[config.mk]
export PLATFORM = sky130hd
export DESIGN_NAME = mem_arbiter_flat
export DESIGN_NICKNAME = d
export VERILOG_FILES = /design/src/rtl/mem_arbiter_if.sv /design/src/rtl/mem_arbiter.sv /design/src/flat_wrapper.sv
export SDC_FILE = /design/constraint.sdc
export NUM_CORES = 1
export LEC_CHECK = 0
export ABC_AREA = 1
export BUFFER_PORTS_ARGS = -buffer_cell sky130_fd_sc_hd__buf_2
export CAP_MARGIN = 20
export CORE_ASPECT_RATIO = 0.75
export CORE_MARGIN = 10
export CORE_UTILIZATION = 40
export DETAILED_ROUTE_END_ITERATION = 12
export PLACE_DENSITY = 0.76
export SLEW_MARGIN = 20
export SYNTH_ARGS = -nofsm -noshare
export SYNTH_HDL_FRONTEND = slang
export SYNTH_SLANG_ARGS = --single-unit
[constraint.sdc]
create_clock -name clk_i -period 1.5 [get_ports clk_i]
set_clock_uncertainty 0.15 [all_clocks]
set_input_delay 0.15 -clock clk_i [delete_from_list [all_inputs] [get_ports clk_i]]
set_output_delay 0.15 -clock clk_i [all_outputs]
set_load 0.02 [all_outputs]
[src/rtl/mem_arbiter_if.sv]
// Bundle of cache-side and memory-side signals around the memory-port arbiter.
// The master modport is the arbiter's view; the slave modport is the caches plus memory.
interface mem_arbiter_if #(
  parameter int BEAT_W = 2
);
  logic              ic_req;
  logic [31:0]       ic_addr;
  logic              ic_grant;
  logic              ic_rvalid;
  logic              ic_done;
  logic              dc_req;
  logic              dc_we;
  logic [31:0]       dc_addr;
  logic [31:0]       dc_wdata;
  logic              dc_grant;
  logic              dc_rvalid;
  logic              dc_done;
  logic [BEAT_W-1:0] beat;
  logic [31:0]       rdata;
  logic [BEAT_W-1:0] rbeat;
  logic              mem_req;
  logic              mem_we;
  logic [31:0]       mem_addr;
  logic [31:0]       mem_wdata;
  logic              mem_ack;
  logic [31:0]       mem_rdata;
  logic              busy;

  modport master (
    input  ic_req, ic_addr, dc_req, dc_we, dc_addr, dc_wdata, mem_ack, mem_rdata,
    output ic_grant, ic_rvalid, ic_done, dc_grant, dc_rvalid, dc_done,
           beat, rdata, rbeat, mem_req, mem_we, mem_addr, mem_wdata, busy
  );

  modport slave (
    output ic_req, ic_addr, dc_req, dc_we, dc_addr, dc_wdata, mem_ack, mem_rdata,
    input  ic_grant, ic_rvalid, ic_done, dc_grant, dc_rvalid, dc_done,
           beat, rdata, rbeat, mem_req, mem_we, mem_addr, mem_wdata, busy
  );
endinterface

[src/rtl/mem_arbiter.sv]
// Two-requester (icache / dcache) arbiter for the single main-memory port.
// Each grant runs a LINE_WORDS-beat burst with per-beat req/ack, then a one-cycle DONE.
module mem_arbiter #(
  parameter int LINE_WORDS = 4,
  parameter int BEAT_W     = 2
) (
  input  logic          clk_i,
  input  logic          reset_ni,
  mem_arbiter_if.master bus
);

  typedef enum logic [1:0] {
    S_IDLE  = 2'd0,
    S_BURST = 2'd1,
    S_DONE  = 2'd2
  } state_e;

  localparam logic [BEAT_W-1:0] LastBeat = BEAT_W'(LINE_WORDS - 1);

  state_e                state_q, state_d;
  logic                  owner_dc_q, owner_dc_d;
  logic                  last_dc_q, last_dc_d;
  logic                  we_q, we_d;
  logic [31:BEAT_W+2]    base_q, base_d;
  logic [BEAT_W-1:0]     beat_q, beat_d;
  logic [31:0]           rdata_q, rdata_d;
  logic [BEAT_W-1:0]     rbeat_q, rbeat_d;
  logic                  ic_grant_q, ic_grant_d;
  logic                  dc_grant_q, dc_grant_d;
  logic                  mem_req_q, mem_req_d;
  logic                  ic_rvalid_q, ic_rvalid_d;
  logic                  dc_rvalid_q, dc_rvalid_d;
  logic                  ic_done_q, ic_done_d;
  logic                  dc_done_q, dc_done_d;
  logic                  pick_dc_s;
  logic                  unused_s;

  // On a tie the requester that did not own the port last time wins.
  assign pick_dc_s = bus.dc_req & (~bus.ic_req | ~last_dc_q);
  assign unused_s  = ^{bus.ic_addr[BEAT_W+1:0], bus.dc_addr[BEAT_W+1:0]};

  // Next-state and next-output decode for the arbitration/burst FSM.
  always_comb begin
    state_d     = state_q;
    owner_dc_d  = owner_dc_q;
    last_dc_d   = last_dc_q;
    we_d        = we_q;
    base_d      = base_q;
    beat_d      = beat_q;
    rdata_d     = rdata_q;
    rbeat_d     = rbeat_q;
    ic_grant_d  = ic_grant_q;
    dc_grant_d  = dc_grant_q;
    mem_req_d   = mem_req_q;
    ic_rvalid_d = 1'b0;
    dc_rvalid_d = 1'b0;
    ic_done_d   = 1'b0;
    dc_done_d   = 1'b0;
    case (state_q)
      S_IDLE: begin
        if (bus.ic_req || bus.dc_req) begin
          state_d    = S_BURST;
          owner_dc_d = pick_dc_s;
          we_d       = pick_dc_s & bus.dc_we;
          base_d     = pick_dc_s ? bus.dc_addr[31:BEAT_W+2] : bus.ic_addr[31:BEAT_W+2];
          beat_d     = {BEAT_W{1'b0}};
          ic_grant_d = ~pick_dc_s;
          dc_grant_d = pick_dc_s;
          mem_req_d  = 1'b1;
        end else begin
          state_d = S_IDLE;
        end
      end
      S_BURST: begin
        if (bus.mem_ack) begin
          if (!we_q) begin
            rdata_d     = bus.mem_rdata;
            rbeat_d     = beat_q;
            ic_rvalid_d = ~owner_dc_q;
            dc_rvalid_d = owner_dc_q;
          end else begin
            rdata_d = rdata_q;
          end
          beat_d = beat_q + BEAT_W'(1);
          if (beat_q == LastBeat) begin
            state_d   = S_DONE;
            mem_req_d = 1'b0;
            ic_done_d = ~owner_dc_q;
            dc_done_d = owner_dc_q;
          end else begin
            state_d = S_BURST;
          end
        end else begin
          state_d = S_BURST;
        end
      end
      S_DONE: begin
        state_d    = S_IDLE;
        last_dc_d  = owner_dc_q;
        beat_d     = {BEAT_W{1'b0}};
        ic_grant_d = 1'b0;
        dc_grant_d = 1'b0;
      end
      default: begin
        state_d    = S_IDLE;
        ic_grant_d = 1'b0;
        dc_grant_d = 1'b0;
        mem_req_d  = 1'b0;
      end
    endcase
  end

  // State and output registers; async reset aborts any burst without a done pulse.
  always_ff @(posedge clk_i or negedge reset_ni) begin
    if (!reset_ni) begin
      state_q     <= S_IDLE;
      owner_dc_q  <= 1'b0;
      last_dc_q   <= 1'b0;
      we_q        <= 1'b0;
      base_q      <= '0;
      beat_q      <= {BEAT_W{1'b0}};
      rdata_q     <= 32'h0;
      rbeat_q     <= {BEAT_W{1'b0}};
      ic_grant_q  <= 1'b0;
      dc_grant_q  <= 1'b0;
      mem_req_q   <= 1'b0;
      ic_rvalid_q <= 1'b0;
      dc_rvalid_q <= 1'b0;
      ic_done_q   <= 1'b0;
      dc_done_q   <= 1'b0;
    end else begin
      state_q     <= state_d;
      owner_dc_q  <= owner_dc_d;
      last_dc_q   <= last_dc_d;
      we_q        <= we_d;
      base_q      <= base_d;
      beat_q      <= beat_d;
      rdata_q     <= rdata_d;
      rbeat_q     <= rbeat_d;
      ic_grant_q  <= ic_grant_d;
      dc_grant_q  <= dc_grant_d;
      mem_req_q   <= mem_req_d;
      ic_rvalid_q <= ic_rvalid_d;
      dc_rvalid_q <= dc_rvalid_d;
      ic_done_q   <= ic_done_d;
      dc_done_q   <= dc_done_d;
    end
  end

  assign bus.ic_grant  = ic_grant_q;
  assign bus.dc_grant  = dc_grant_q;
  assign bus.ic_rvalid = ic_rvalid_q;
  assign bus.dc_rvalid = dc_rvalid_q;
  assign bus.ic_done   = ic_done_q;
  assign bus.dc_done   = dc_done_q;
  assign bus.beat      = beat_q;
  assign bus.rdata     = rdata_q;
  assign bus.rbeat     = rbeat_q;
  assign bus.mem_req   = mem_req_q;
  assign bus.mem_we    = mem_req_q & we_q;
  // The beat counter occupies the word-index bits, so addresses wrap inside the line.
  assign bus.mem_addr  = mem_req_q ? {base_q, beat_q, 2'b00} : 32'h0;
  // dcache presents the word for the current beat; pass it straight through.
  assign bus.mem_wdata = (mem_req_q & we_q & owner_dc_q) ? bus.dc_wdata : 32'h0;
  assign bus.busy      = (state_q != S_IDLE);

endmodule

[src/flat_wrapper.sv]
// flat-port wrapper written by rule: the top's interface ports become plain ports
module mem_arbiter_flat 
#(
  parameter int LINE_WORDS = 4,
  parameter int BEAT_W     = 2
)
  (clk_i, reset_ni, bus_ic_req, bus_ic_addr, bus_dc_req, bus_dc_we, bus_dc_addr, bus_dc_wdata, bus_mem_ack, bus_mem_rdata, bus_ic_grant, bus_ic_rvalid, bus_ic_done, bus_dc_grant, bus_dc_rvalid, bus_dc_done, bus_beat, bus_rdata, bus_rbeat, bus_mem_req, bus_mem_we, bus_mem_addr, bus_mem_wdata, bus_busy);
  mem_arbiter_if #(.BEAT_W(BEAT_W)) bus_i ();
  input  logic clk_i;
  input  logic reset_ni;
  input wire logic [$bits(bus_i.ic_req)-1:0] bus_ic_req;
  input wire logic [$bits(bus_i.ic_addr)-1:0] bus_ic_addr;
  input wire logic [$bits(bus_i.dc_req)-1:0] bus_dc_req;
  input wire logic [$bits(bus_i.dc_we)-1:0] bus_dc_we;
  input wire logic [$bits(bus_i.dc_addr)-1:0] bus_dc_addr;
  input wire logic [$bits(bus_i.dc_wdata)-1:0] bus_dc_wdata;
  input wire logic [$bits(bus_i.mem_ack)-1:0] bus_mem_ack;
  input wire logic [$bits(bus_i.mem_rdata)-1:0] bus_mem_rdata;
  output wire logic [$bits(bus_i.ic_grant)-1:0] bus_ic_grant;
  output wire logic [$bits(bus_i.ic_rvalid)-1:0] bus_ic_rvalid;
  output wire logic [$bits(bus_i.ic_done)-1:0] bus_ic_done;
  output wire logic [$bits(bus_i.dc_grant)-1:0] bus_dc_grant;
  output wire logic [$bits(bus_i.dc_rvalid)-1:0] bus_dc_rvalid;
  output wire logic [$bits(bus_i.dc_done)-1:0] bus_dc_done;
  output wire logic [$bits(bus_i.beat)-1:0] bus_beat;
  output wire logic [$bits(bus_i.rdata)-1:0] bus_rdata;
  output wire logic [$bits(bus_i.rbeat)-1:0] bus_rbeat;
  output wire logic [$bits(bus_i.mem_req)-1:0] bus_mem_req;
  output wire logic [$bits(bus_i.mem_we)-1:0] bus_mem_we;
  output wire logic [$bits(bus_i.mem_addr)-1:0] bus_mem_addr;
  output wire logic [$bits(bus_i.mem_wdata)-1:0] bus_mem_wdata;
  output wire logic [$bits(bus_i.busy)-1:0] bus_busy;
  assign bus_i.ic_req = bus_ic_req;
  assign bus_i.ic_addr = bus_ic_addr;
  assign bus_i.dc_req = bus_dc_req;
  assign bus_i.dc_we = bus_dc_we;
  assign bus_i.dc_addr = bus_dc_addr;
  assign bus_i.dc_wdata = bus_dc_wdata;
  assign bus_i.mem_ack = bus_mem_ack;
  assign bus_i.mem_rdata = bus_mem_rdata;
  assign bus_ic_grant = bus_i.ic_grant;
  assign bus_ic_rvalid = bus_i.ic_rvalid;
  assign bus_ic_done = bus_i.ic_done;
  assign bus_dc_grant = bus_i.dc_grant;
  assign bus_dc_rvalid = bus_i.dc_rvalid;
  assign bus_dc_done = bus_i.dc_done;
  assign bus_beat = bus_i.beat;
  assign bus_rdata = bus_i.rdata;
  assign bus_rbeat = bus_i.rbeat;
  assign bus_mem_req = bus_i.mem_req;
  assign bus_mem_we = bus_i.mem_we;
  assign bus_mem_addr = bus_i.mem_addr;
  assign bus_mem_wdata = bus_i.mem_wdata;
  assign bus_busy = bus_i.busy;
  mem_arbiter #(.LINE_WORDS(LINE_WORDS), .BEAT_W(BEAT_W)) u_core (.clk_i(clk_i), .reset_ni(reset_ni), .bus(bus_i));
endmodule
==> flow_summary.ini <==
[run_status]
status = finished with violations
failed_checks = negative setup slack

[final_layout]
final.fill_count = 718
area_delta_synth_final_pct = 76.0
post-route-util_pct = 72.4
multi_input_area_mm2 = 0.00186
drive_gt1_share_pct = 40.8
fin_nets = 1013
register_area_mm2 = 0.00191
post-route-cell-area_mm2 = 0.00748

[logic_synthesis]
yosys.area.top_type = dfrtp_1
yosysWarnings = 0
synth.most_common_cell = nand2_1
postSynthAreaPerCell_um2 = 7.67
syn_inst = 554
synth-async-reset-ratio_pct = 100
ys_seq_area_share_pct = 44.8
synth_edf_count = 0
synth_top_cell_area_share_pct = 44.8
ys.flop_type = dfrtp_1
netlist_top_cells_count = nand2_1 (167), inv_1 (131), dfrtp_1 (76), o21ai_2 (37), nor2_1 (36)
synth_area_leaders = dfrtp_1 (45%), nand2_1 (15%), inv_1 (12%)
netlist_area_mm2 = 0.00425
ys_seq_elements = 76
synthDistinctLibCells = 24

[pwr]
power.total_mw = 13.1
p_leak_nw = 4.26
swShare_pct = 43.3
switchingPower_mw = 5.66
p_seq_share_pct = 27.6
p_comb_share_pct = 54.6
p_int_mw = 7.40
ir_drop_mv = 0.986
clockPowerShare_pct = 17.8
cellPowerDensity_mw_per_mm2 = 1750

[timing]
clock.fmax_ghz = 0.603
fin_crit_ns = 1.66
slew_violations = 0
grt_setup_unrepaired = yes
setup_ws_ns = -0.159
setup_viol = 63
hold_viol_final = 0
min_period_over_period_pct = 111

[die]
pin_count = 243
fp.dieArea_mm2 = 0.0152
die_h_um = 109
initial_utilization_pct = 41.1
die_width_um = 139
core_mm2 = 0.0103
rows = 32

[drt]
drt_iter0_drc = 271
wl_per_cell_um = 16.5
drc_errors = 0
wl_um = 16900
dr.pass1.iters = 6
vias = 4725
viasPerCell = 4.63
postRouteAntennaNets = 0

[global_routing]
grt_usage_pct = 21.3
grt_max_degree = 58
met1_usage_pct = 21.3
first_global_vias = 4999
grt_pass1_wl_um = 26300
busiest_layer = met2
antenna_found_initial = 1
grtUsageMet2_pct = 40.1
overflow = 0
use_met3_pct = 8.21

[cts]
path_clk_slew_ns = 0.06
clock_sinks = 76
clock_latency_ns = 0.33
htreeDepth = 3
cts_tree = yes
cts_inserted_buffers = 9
cts_root_buf = clkbuf_16
clock_path_buffers = 2

[placed_design]
io_buffer_count = 232
hpwl_um = 10400
place_area_mm2 = 0.00563
gp_congestion = 0.817

[hold_path]
hp-class = input pin to flip-flop

[critical_path]
start_kind = flip-flop
cp_max_fo = 8
cp.required_ns = 1.20
critical_path_class = flip-flop to primary output
crit_path_end_kind = primary output
worstPathArrival_ns = 1.36

[flow_run]
max-cap-violations = 0
==> final cells by class <==
class	instances	share of cell area (%)
well taps	136	2.28
clock inverters	4	0.970
repair buffers	343	36.3
clock buffers	12	3.30
flip-flops and latches	76	25.5
inverters	133	6.74
diodes	2	0.0669
multi-input cells	315	24.8
==> routing by layer <==
layer	vias to the layer above	routed length, um
li1	2274	-
met1	2177	5990
met2	233	9050
met3	41	1390
met4	0	443
met5	-	0
==> cells in the final DEF (no fill, tap or decap), types with 2 or more instances in the layout <==
| cell | instances |
|---|---|
| inv_4 | 2 |
| nand2_1 | 160 |
| dfrtp_1 | 72 |
| nor2_2 | 3 |
| dlygate4sd3_1 | 89 |
| clkbuf_1 | 2 |
| o21ai_0 | 3 |
| nand3b_1 | 28 |
| nor2_4 | 31 |
| conb_1 | 2 |
| dfrtp_2 | 4 |
| nand3_2 | 5 |
| diode_2 | 2 |
| buf_2 | 174 |
| bufinv_16 | 2 |
| buf_6 | 44 |
| inv_1 | 130 |
| nand2_2 | 6 |
| nand4_1 | 2 |
| buf_16 | 3 |
| nand3_1 | 27 |
| o21ai_2 | 37 |
| clkbuf_16 | 10 |
| nor2_1 | 4 |
| buf_4 | 23 |
| buf_12 | 9 |
| nor3_1 | 2 |
==> worst paths after layout <==
path	from	end	slack (ns)	depth (start not counted)
setup / recovery	u_core.we_q	bus_mem_wdata[4]	-0.16	6
setup reg to reg	u_core.state_q[1]	u_core.bus.rdata[23]	0.14	5
hold reg to reg	u_core.bus.rdata[26]	u_core.bus.rdata[26]	0.33	2
max in group asynchronous	reset_ni	u_core.state_q[1]	0.63	3
min in group asynchronous	reset_ni	u_core.bus.rdata[30]	0.11	2
hold / removal	bus_dc_addr[9]	u_core.base_q[9]	0.005	4
==> what timing repair did <==
action | CTS | global route
buffers inserted | 2 | 1
cloned | 3 | 1
hold endpoints to repair | 139 | 0
hold buffers | 89 | 0
gates resized for setup | 122 | 30
endpoints found under the setup margin | 59 | 64
==> worst max-delay path: stages (launching register included) <==
cell       delay [ns]
dfrtp_1          0.37
nand2_2          0.08
inv_4            0.08
nand2_8          0.08
clkbuf_16        0.19
nor2_4           0.10
buf_6            0.12
==> sequential cells by signal, indices dropped and copies added, names as in the netlist, 2 cells and up <==
register	count
u_core.bus.rdata	32
u_core.base_q	28
u_core.bus.beat	2
u_core.bus.rbeat	2
u_core.state_q	2
==> cells by family after synthesis <==
logic type,after synthesis,share of synthesized area (%)
flops,76,44.8
compound gates,41,8.10
simple gates,271,29.1
buf+inv,164,17.7
fa+ha+maj,1,0.294
other cells,1,0.0883
==> metrics by stage <==
| step | hold slack, ns | worst slack, ns | TNS [ns] | cells |
|---|---|---|---|---|
| after floorplan | -0.296 | -0.00974 | -0.292 | 555 |
| final | 0.00502 | -0.159 | -6.87 | 1021 |
| after global routing | 0.0353 | -0.215 | -10.37 | 1020 |
| after CTS | 0.000275 | -0.174 | -7.61 | 1017 |
| after global placement | -0.0759 | 0.128 | 0 | 907 |
| after detailed placement | -0.0763 | 0.116 | 0 | 907 |
==> power groups by stage <==
| stage | combinational, mW | clock, mW | sequential (mW) |
|---|---|---|---|
| floorplan | 3.38 | 0 | 4.12 |
| global placement | 5.81 | 0 | 3.53 |
| detailed placement | 5.91 | 0 | 3.57 |
| CTS | 6.91 | 2.38 | 3.57 |
| global route | 7.73 | 2.46 | 3.73 |
| finish | 7.13 | 2.32 | 3.60 |
No activity file was read; power rests on OpenSTA's default activity.
